==> src/rtl/reg32_rr_arbiter_pkg.sv <==
// rtl/reg32_rr_arbiter_pkg.sv - shared state encoding and default parameters for the register arbiter
package reg32_rr_arbiter_pkg;

    typedef enum logic {
        ST_IDLE  = 1'b0,
        ST_OWNED = 1'b1
    } arb_state_t;

    localparam int DEF_N_REQ     = 4;
    localparam int DEF_WIDTH     = 32;
    localparam int DEF_MAX_BURST = 4;

endpackage

==> src/rtl/reg32_rr_arbiter_rr_pick.sv <==
// rtl/reg32_rr_arbiter_rr_pick.sv - combinational rotating-priority encoder
// First set req bit at or after ptr (wrapping) wins.
module rr_pick
    import reg32_rr_arbiter_pkg::*;
#(
    parameter int N_REQ = DEF_N_REQ
) (
    input  logic [N_REQ-1:0]         req,
    input  logic [$clog2(N_REQ)-1:0] ptr,
    output logic                     pick_valid,
    output logic [$clog2(N_REQ)-1:0] pick_idx,
    output logic [N_REQ-1:0]         pick_oh
);

    localparam int IDX_W = $clog2(N_REQ);

    logic [IDX_W-1:0] cand;

    // Scan farthest-to-nearest so the nearest candidate overwrites the rest.
    always_comb begin
        pick_valid = 1'b0;
        pick_idx   = '0;
        cand       = '0;
        for (int k = N_REQ - 1; k >= 0; k--) begin
            cand = IDX_W'((int'(ptr) + k) % N_REQ);
            if (req[cand]) begin
                pick_valid = 1'b1;
                pick_idx   = cand;
            end
        end
    end

    assign pick_oh = pick_valid ? (N_REQ'(1) << pick_idx) : '0;

endmodule

==> src/rtl/reg32_rr_arbiter.sv <==
// rtl/reg32_rr_arbiter.sv - round-robin arbiter sharing one register between N_REQ writers
// Optional locked bursts up to MAX_BURST writes; one-cycle bubble after a burst ends.
module reg32_rr_arbiter
    import reg32_rr_arbiter_pkg::*;
#(
    parameter int N_REQ     = DEF_N_REQ,
    parameter int WIDTH     = DEF_WIDTH,
    parameter int MAX_BURST = DEF_MAX_BURST
) (
    input  logic                     clk,
    input  logic                     reset_n,
    input  logic [N_REQ-1:0]         req,
    input  logic [N_REQ-1:0]         lock,
    input  logic [N_REQ*WIDTH-1:0]   wdata,
    output logic [N_REQ-1:0]         gnt,
    output logic [N_REQ-1:0]         ack,
    output logic [$clog2(N_REQ)-1:0] owner,
    output logic                     busy,
    output logic [WIDTH-1:0]         q
);

    localparam int IDX_W   = $clog2(N_REQ);
    localparam int CNT_W   = $clog2(MAX_BURST + 1);
    localparam bit LOCK_EN = (MAX_BURST > 1);

    arb_state_t       state, state_nxt;
    logic [IDX_W-1:0] ptr, ptr_nxt;
    logic [CNT_W-1:0] burst_cnt, cnt_nxt;
    logic [IDX_W-1:0] owner_nxt;
    logic [N_REQ-1:0] gnt_nxt, ack_nxt;
    logic [WIDTH-1:0] q_nxt;

    logic             pick_valid;
    logic [IDX_W-1:0] pick_idx;
    logic [N_REQ-1:0] pick_oh;
    logic [IDX_W-1:0] sel_idx;
    logic [WIDTH-1:0] sel_data;
    logic [N_REQ-1:0] owner_oh;
    logic             owned_write;

    function automatic logic [IDX_W-1:0] next_idx(input logic [IDX_W-1:0] i);
        return (i == IDX_W'(N_REQ - 1)) ? '0 : i + IDX_W'(1);
    endfunction

    rr_pick #(
        .N_REQ(N_REQ)
    ) u_pick (
        .req       (req),
        .ptr       (ptr),
        .pick_valid(pick_valid),
        .pick_idx  (pick_idx),
        .pick_oh   (pick_oh)
    );

    // A single data mux: the picked requester while idle, the owner while locked.
    assign sel_idx  = (state == ST_IDLE) ? pick_idx : owner;
    assign owner_oh = N_REQ'(1) << owner;

    always_comb begin
        sel_data = '0;
        for (int k = 0; k < N_REQ; k++) begin
            if (IDX_W'(k) == sel_idx) begin
                sel_data = wdata[k*WIDTH +: WIDTH];
            end
        end
    end

    always_comb begin
        state_nxt   = state;
        ptr_nxt     = ptr;
        cnt_nxt     = burst_cnt;
        owner_nxt   = owner;
        gnt_nxt     = gnt;
        ack_nxt     = '0;
        q_nxt       = q;
        owned_write = 1'b0;
        case (state)
            ST_IDLE: begin
                if (pick_valid) begin
                    q_nxt     = sel_data;
                    ack_nxt   = pick_oh;
                    gnt_nxt   = pick_oh;
                    owner_nxt = pick_idx;
                    if (lock[pick_idx] && LOCK_EN) begin
                        state_nxt = ST_OWNED;
                        cnt_nxt   = CNT_W'(1);
                    end else begin
                        ptr_nxt = next_idx(pick_idx);
                    end
                end else begin
                    gnt_nxt = '0;
                end
            end
            ST_OWNED: begin
                owned_write = req[owner];
                if (owned_write) begin
                    q_nxt   = sel_data;
                    ack_nxt = owner_oh;
                    cnt_nxt = burst_cnt + CNT_W'(1);
                end
                // The write on this edge counts toward the burst limit before the exit test.
                if (!owned_write || !lock[owner] || (int'(burst_cnt) + 1 == MAX_BURST)) begin
                    state_nxt = ST_IDLE;
                    gnt_nxt   = '0;
                    cnt_nxt   = '0;
                    ptr_nxt   = next_idx(owner);
                end
            end
            default: begin
                state_nxt = ST_IDLE;
            end
        endcase
    end

    always_ff @(posedge clk or negedge reset_n) begin
        if (!reset_n) begin
            state     <= ST_IDLE;
            ptr       <= '0;
            burst_cnt <= '0;
            owner     <= '0;
            gnt       <= '0;
            ack       <= '0;
            q         <= '0;
        end else begin
            state     <= state_nxt;
            ptr       <= ptr_nxt;
            burst_cnt <= cnt_nxt;
            owner     <= owner_nxt;
            gnt       <= gnt_nxt;
            ack       <= ack_nxt;
            q         <= q_nxt;
        end
    end

    assign busy = (state == ST_OWNED);

endmodule

==> config.mk <==
export PLATFORM = sky130hd
export DESIGN_NAME = reg32_rr_arbiter
export DESIGN_NICKNAME = d
export VERILOG_FILES = /design/src/rtl/reg32_rr_arbiter_pkg.sv /design/src/rtl/reg32_rr_arbiter_rr_pick.sv /design/src/rtl/reg32_rr_arbiter.sv
export SDC_FILE = /design/constraint.sdc
export NUM_CORES = 1
export LEC_CHECK = 0
export ABC_CLOCK_PERIOD_IN_PS = 2600
export CORE_AREA = 3 3 104 106
export CTS_BUF_LIST = sky130_fd_sc_hd__clkbuf_16
export CTS_CLUSTER_DIAMETER = 80
export DETAILED_ROUTE_END_ITERATION = 8
export DIE_AREA = 0 0 107 109
export PLACE_DENSITY = 0.72
export REMOVE_ABC_BUFFERS = 1
export SLEW_MARGIN = 0
export SYNTH_ARGS = -nofsm -noshare
export SYNTH_HDL_FRONTEND = slang
export SYNTH_SLANG_ARGS = --single-unit
==> constraint.sdc <==
create_clock -name clk -period 2.6 [get_ports clk]
set_input_delay 0.39 -clock clk [delete_from_list [all_inputs] [get_ports clk]]
set_output_delay 0.39 -clock clk [all_outputs]
set_load 0.1 [all_outputs]
# Word level (Yosys, flattened, before mapping)
# Cells that the tools add are included.
dict set report totals {
  ff_bits 48
  input_bits 138
  out_inout_bits 43
  elab_cells 94
}
dict set report op_classes {
  bitwise_logic 1
  n_addsub 7
  reduce_logical 9
  n_shift 2
  n_lt_le_gt_ge 6
  muxes 50
  eq_ne 12
}
# operator count
set ops {}
lappend ops {{$mux W32} 6}
lappend ops {{$pmux W32 S2} 1}
lappend ops {{$mux W2} 10}
lappend ops {{$lt A2 B3 Y1 const B} 6}
lappend ops {{$pmux W4 S2} 2}
lappend ops {{$bmux W1 S2} 7}
lappend ops {{$mux W1} 14}
lappend ops {{$mux W3} 4}
lappend ops {{$mux W4} 3}
lappend ops {{$shl A1 B2 Y4 const A} 2}
lappend ops {{$add A2 B1 Y2 const B} 3}
lappend ops {{$ne A2 B1 Y1 const B} 3}
lappend ops {{$pmux W3 S2} 1}
lappend ops {{$reduce_and A3 Y1} 2}
lappend ops {{$add A2 B2 Y2 const B} 2}
lappend ops {{$add A3 B1 Y4 const B} 1}
lappend ops {{$eq A2 B2 Y1 const A} 2}
lappend ops {{$eq A2 B2 Y1 const B} 2}
lappend ops {{$eq A4 B3 Y1 const B} 1}
lappend ops {{$ne A2 B2 Y1 const B} 2}
lappend ops {{$pmux W2 S2} 1}
lappend ops {{$reduce_and A2 Y1} 2}
lappend ops {{$add A3 B1 Y3 const B} 1}
lappend ops {{$ne A3 B1 Y1 const B} 1}
lappend ops {{6 further kinds} 8}

# Longest topological paths before layout
dict set report depth {
  ltp_word 15
  mapped_depth 10
}

# Hierarchy
# A second synthesis with hierarchy kept.
dict set report hier_totals {
  cells_unflattened 236
  hier_area_um2 3194.3
}
# mod cells_per_inst area_each_um2 n_inst seq_area_each_um2
set modules_own_cells {}
lappend modules_own_cells {reg32_rr_arbiter 208 3017.9 1 1201.2}
lappend modules_own_cells {rr_pick 28 176.4 1 0.0}

# Least setup slack after synthesis
# OpenSTA, ideal clock, no wires.
dict set report synth_timing {
  kind {flip-flop to flip-flop}
  startpoint {register owner[0]}
  endpoint {register ptr[1]}
  arrival_time_ps 2421
  stages_incl_launch_ff 6
  period_less_slack_ps 2560
  setup_ps 139
  slack_ps 40
  cell_sequence {dfrtp_1 mux4_2 o211a_2 a2111oi_0 mux2_4 a211oi_2}
}
dict set report synth_via {
  elab_chain_len 7
  elab_cells_between_ends 15
  cone_classes {add/sub (1); eq/ne (2); mux (7); reduce/logical (5)}
}
# element line
set synth_lines {}
lappend synth_lines {{start: declaration} reg32_rr_arbiter.sv:17} ;# output logic [$clog2(N_REQ)-1:0] owner,
lappend synth_lines {{start signal: assignment} reg32_rr_arbiter.sv:128} ;# owner <= owner_nxt;
lappend synth_lines {{$bmux W1 S2 (on tied branches)} {reg32_rr_arbiter.sv:95, reg32_rr_arbiter.sv:102}}
lappend synth_lines {{$mux W1 (on tied branches)} {reg32_rr_arbiter.sv:95, reg32_rr_arbiter.sv:102}}
lappend synth_lines {{$logic_not A1 Y1} reg32_rr_arbiter.sv:102} ;# if (!owned_write || !lock[owner] || (int'(burst_cnt) + 1 == MAX_BURST)) begin
lappend synth_lines {{$logic_or A1 B1 Y1 (2 in a row)} reg32_rr_arbiter.sv:102}
lappend synth_lines {{$ne A2 B1 Y1 (no source line)} --}
lappend synth_lines {{$reduce_and A3 Y1 (no source line)} --}
lappend synth_lines {{end signal: assignment} reg32_rr_arbiter.sv:126} ;# ptr <= ptr_nxt;
lappend synth_lines {{end: declaration} reg32_rr_arbiter.sv:27} ;# logic [IDX_W-1:0] ptr, ptr_nxt;
# Several ways; a longest one is shown, not always the timed one. The select of a mux whose other input is x is not followed.
# A chain may end at the register's enable or synchronous reset.

# Worst setup path after layout
dict set report layout_timing {
  startpoint {input port req[0]}
  endpoint {register burst_cnt[2]}
}
dict set report layout_via {
  elab_chain_len 10
  elab_cells_between_ends 29
  cone_classes {eq/ne (3); mux (22); reduce/logical (4)}
}
# element line
set layout_lines {}
lappend layout_lines {{start: declaration} reg32_rr_arbiter.sv:12} ;# input logic [N_REQ-1:0] req,
lappend layout_lines {{$bmux W1 S2} reg32_rr_arbiter_rr_pick.sv:26} ;# if (req[cand]) begin
lappend layout_lines {{$mux W1 (implied by the code)} reg32_rr_arbiter_rr_pick.sv:26}
lappend layout_lines {{$mux W2 (3 in a row)} reg32_rr_arbiter_rr_pick.sv:26}
lappend layout_lines {{$mux W2 *} reg32_rr_arbiter_rr_pick.sv:26}
lappend layout_lines {{net pick_idx[0]} reg32_rr_arbiter.sv:34} ;# logic [IDX_W-1:0] pick_idx;
lappend layout_lines {{$bmux W1 S2 *} reg32_rr_arbiter.sv:84} ;# if (lock[pick_idx] && LOCK_EN) begin
lappend layout_lines {{$mux W1 (implied by the code) *} reg32_rr_arbiter.sv:84}
lappend layout_lines {{$ne A2 B1 Y1 (no source line) *} --}
lappend layout_lines {{$reduce_and A3 Y1 (no source line) *} --}
lappend layout_lines {{end signal: assignment} reg32_rr_arbiter.sv:127} ;# burst_cnt <= cnt_nxt;
lappend layout_lines {{end: declaration} reg32_rr_arbiter.sv:28} ;# logic [CNT_W-1:0] burst_cnt, cnt_nxt;
# The timed path passes the listed nets; every way through them passes the cells marked *. The select of a mux whose other input is x is not followed.

==> results.sh <==
export IMPL_status="finished clean"
export IMPL_layout_filler_cells=863
export IMPL_detail_route_first_pass_iterations=4
export IMPL_area_of_the_core_region_mm2=0.00986
export IMPL_drt_first_iter_violations=167
export IMPL_final_design_area_no_fill_mm2=0.00516
export IMPL_holdBufCountCts=0
export IMPL_critPathRequiredTime_ns=2.76
export IMPL_vdd_drop_max_mv=0.784
export IMPL_dpl_cell_area_mm2=0.00497
export IMPL_die_area_mm2=0.0117
export IMPL_antenna_found_initial=1
export IMPL_drc_errors=0
export IMPL_power_per_cell_area_mw_per_mm2=1530
export IMPL_cts_tree="done"
export IMPL_syn_area_per_cell_um2=10.4
export IMPL_clk_root_buffer_cell="sky130_fd_sc_hd__clkbuf_16"
export IMPL_post_synthesis_cell_area_mm2=0.00298
export IMPL_clk_latency_ns=0.29
export IMPL_detail_route_antenna_nets=0
export IMPL_total_track_usage=0.176
export IMPL_worstPathMaxFanout=7
export IMPL_dp_hpwl_um=7960
export IMPL_post_cts_resized=0
export IMPL_endpoint_kind="flop"
export IMPL_route_final_wire_length_um=10700
export IMPL_post_layout_nonfiller_instances=606
export IMPL_post_route_cells_drive_above_1_share=0.190
export IMPL_seqCellArea_mm2=0.00120
export IMPL_timing_final_setup_violations=0
export IMPL_number_of_input_and_output_port_buffers_inserted=180
export IMPL_startpoint_type="input pin"
export IMPL_antenna_diode_count=0
export IMPL_netlist_cell_type_count=52
export IMPL_multi_input_gate_area_in_the_final_layout_mm2=0.00167
export IMPL_slew_at_the_pin_with_the_worst_max_slew_slack_ns=0.675
export IMPL_worst_path_max_delay_cell="sky130_fd_sc_hd__clkdlybuf4s50_1"
export IMPL_grt_pass1_wl_um=16500
export IMPL_timing_critical_path_cells="clkdlybuf4s50_1, or3b_1, o221ai_4, inv_2, mux2i_1, mux2i_2, nand2_1, a311o_1"
export IMPL_grt_start_max_net_pins=65
export IMPL_htree_num_levels=2
export IMPL_post_cts_repair_setup_buffers=0
export IMPL_finalClockSkew_ns=0.0102
export IMPL_synthFlopType="sky130_fd_sc_hd__dfrtp_1"
export IMPL_placed_instances=598
export IMPL_synth_cells=288
export IMPL_slew_viol_final=0
export IMPL_drt_wirelength_per_cell_um=17.6
export IMPL_core_rowCount=36
export IMPL_timing_final_crit_share=0.904
export IMPL_worst_ep_arrival_time_ns=2.51
export IMPL_grt_setup_unrepaired="no"
export IMPL_ys_ff_latch=48
export IMPL_synth_edf_count=0
export IMPL_leakagePower_nw=2.14
export IMPL_dr_total_vias=3124
export IMPL_cts_clk_slew_worst_paths_ns=0.07
export IMPL_area_growth_pct=73.1
export IMPL_cts_buffer_depth=2
export IMPL_number_of_clock_buffers_inserted_by_tritoncts=5
export IMPL_final_nets=620
export IMPL_viasPerCell=5.16
export IMPL_cts_num_sinks=48
export IMPL_max_cap_viol_count=0
export IMPL_worst_slew_margin_rel=0.550
export IMPL_worst_hold_path_type="input pin to async pin"
export IMPL_grt_overflow_total=0
export IMPL_top_level_ports=181
export IMPL_global_placement_routability_congestion=0.828
export IMPL_synth_warnings=0
export IMPL_final_hold_viol_count=0
export IMPL_max_freq_ghz=0.425
export IMPL_fraction_of_synthesis_flops_using_an_asynchronous_set_or_reset_pin=1.00
export IMPL_first_global_vias=3248
export IMPL_critPathKind="input pin to flop"
export IMPL_final_period_minus_worst_setup_slack_ns=2.35
export IMPL_die_width_um=107
export IMPL_max_stage_delay_ns=0.59
export IMPL_initial_utilization=0.302
export IMPL_fp_dieH_um=109
export IMPL_synth_sequential_area_ratio=0.403
-- critical path, delay by kind of cell --
family,cells,cell delay [ns]
compound gates,2,0.47
buf+inv,2,0.70
mux,2,0.39
simple gates,2,0.56
-- layer usage --
layer | global-route usage | share of wire | up-vias
met5 | 0 | 0.0019 | -
met4 | 0.0329 | 0.010 | 2
met3 | 0.0444 | 0.071 | 12
met2 | 0.327 | 0.51 | 111
met1 | 0.207 | 0.40 | 1493
li1 | - | - | 1506
-- state kept, by name, summed over array words and instances, names as in the netlist --
register / count
ack: 4
burst_cnt: 3
busy: 1
gnt: 4
owner: 2
ptr: 2
q: 32
-- metrics by stage --
| stage | total power, W | util | TNS (ns) | worst slack [ns] | hold WS (ns) |
|---|---|---|---|---|---|
| after floorplan | 0.00547 | - | -24.20 | -0.756 | 0.0944 |
| after global placement | 0.00706 | 0.503 | 0 | 0.0361 | 0.474 |
| after detailed placement | 0.00712 | 0.503 | -0.0761 | -0.0424 | 0.478 |
| after CTS | 0.00798 | 0.523 | 0 | 0.259 | 0.177 |
| after global routing | 0.00832 | 0.523 | 0 | 0.118 | 0.191 |
| final | 0.00791 | 0.523 | 0 | 0.249 | 0.128 |
-- kinds of logic after synthesis --
kind of cell / after synthesis / share of synthesized area
compound gates: 101 / 0.272
fa+ha+maj: 10 / 0.0420
buf+inv: 30 / 0.0457
flops: 48 / 0.403
mux: 42 / 0.150
simple gates: 57 / 0.0877
-- area by class of cell --
class / instances / share of cell area
Inverter: 7 / 0.00509
Multi-Input combinational cell: 210 / 0.324
Clock buffer: 5 / 0.0242
Tap cell: 133 / 0.0323
Sequential cell: 48 / 0.233
Clock inverter: 3 / 0.0133
Timing Repair Buffer: 200 / 0.369
-- power breakdown --
group,internal (W),switching (W)
Combinational,0.00173,0.00394
Clock,0.000555,0.000291
Sequential,0.00112,0.000275
Total,0.00340,0.00450
-- cells in the mapped netlist (4+ instances only) --
cell | n | share of area
sky130_fd_sc_hd__a22o_1 | 8 | 0.024
sky130_fd_sc_hd__clkbuf_1 | 10 | 0.013
sky130_fd_sc_hd__dfrtp_1 | 48 | 0.40
sky130_fd_sc_hd__nor2_1 | 37 | 0.047
sky130_fd_sc_hd__nand2_1 | 5 | 0.0063
sky130_fd_sc_hd__a221oi_1 | 32 | 0.094
sky130_fd_sc_hd__buf_4 | 4 | 0.010
sky130_fd_sc_hd__inv_1 | 6 | 0.0076
sky130_fd_sc_hd__ha_1 | 10 | 0.042
sky130_fd_sc_hd__buf_1 | 7 | 0.0088
sky130_fd_sc_hd__o22ai_1 | 35 | 0.073
sky130_fd_sc_hd__mux2i_1 | 37 | 0.12
-- path summary, 6_finish.rpt --
check                              startpoint                  endpoint  slack [ns]  cells past startpoint
min in group clk           gnt[0]$_DFFE_PN0P_        gnt[0]$_DFFE_PN0P_        0.51                      1
min reg2reg                gnt[0]$_DFFE_PN0P_        gnt[0]$_DFFE_PN0P_        0.51                      1
max                                    req[0]  burst_cnt[2]$_DFFE_PN0P_        0.25                      8
min                                   reset_n          ack[3]$_DFF_PN0_        0.13                      1
max reg2reg                ptr[1]$_DFFE_PN0P_  burst_cnt[2]$_DFFE_PN0P_        0.35                      7
max in group asynchronous             reset_n          q[3]$_DFFE_PN0P_        1.83                      2
-- cells in the final DEF (no fill, tap or decap), types with 3 or more instances in the layout --
master and count:
sky130_fd_sc_hd__clkdlybuf4s50_1 136, sky130_fd_sc_hd__buf_4 58, sky130_fd_sc_hd__dfrtp_1 48, sky130_fd_sc_hd__nor2_1 37, sky130_fd_sc_hd__mux2i_1 37, sky130_fd_sc_hd__o22ai_1 35, sky130_fd_sc_hd__a221oi_1 32, sky130_fd_sc_hd__ha_1 10
sky130_fd_sc_hd__a22o_1 8, sky130_fd_sc_hd__inv_1 6, sky130_fd_sc_hd__nand2_1 5, sky130_fd_sc_hd__clkbuf_16 5, sky130_fd_sc_hd__buf_12 5, sky130_fd_sc_hd__a21oi_1 3, sky130_fd_sc_hd__or3_1 3
(Power assumes the default switching activity.)
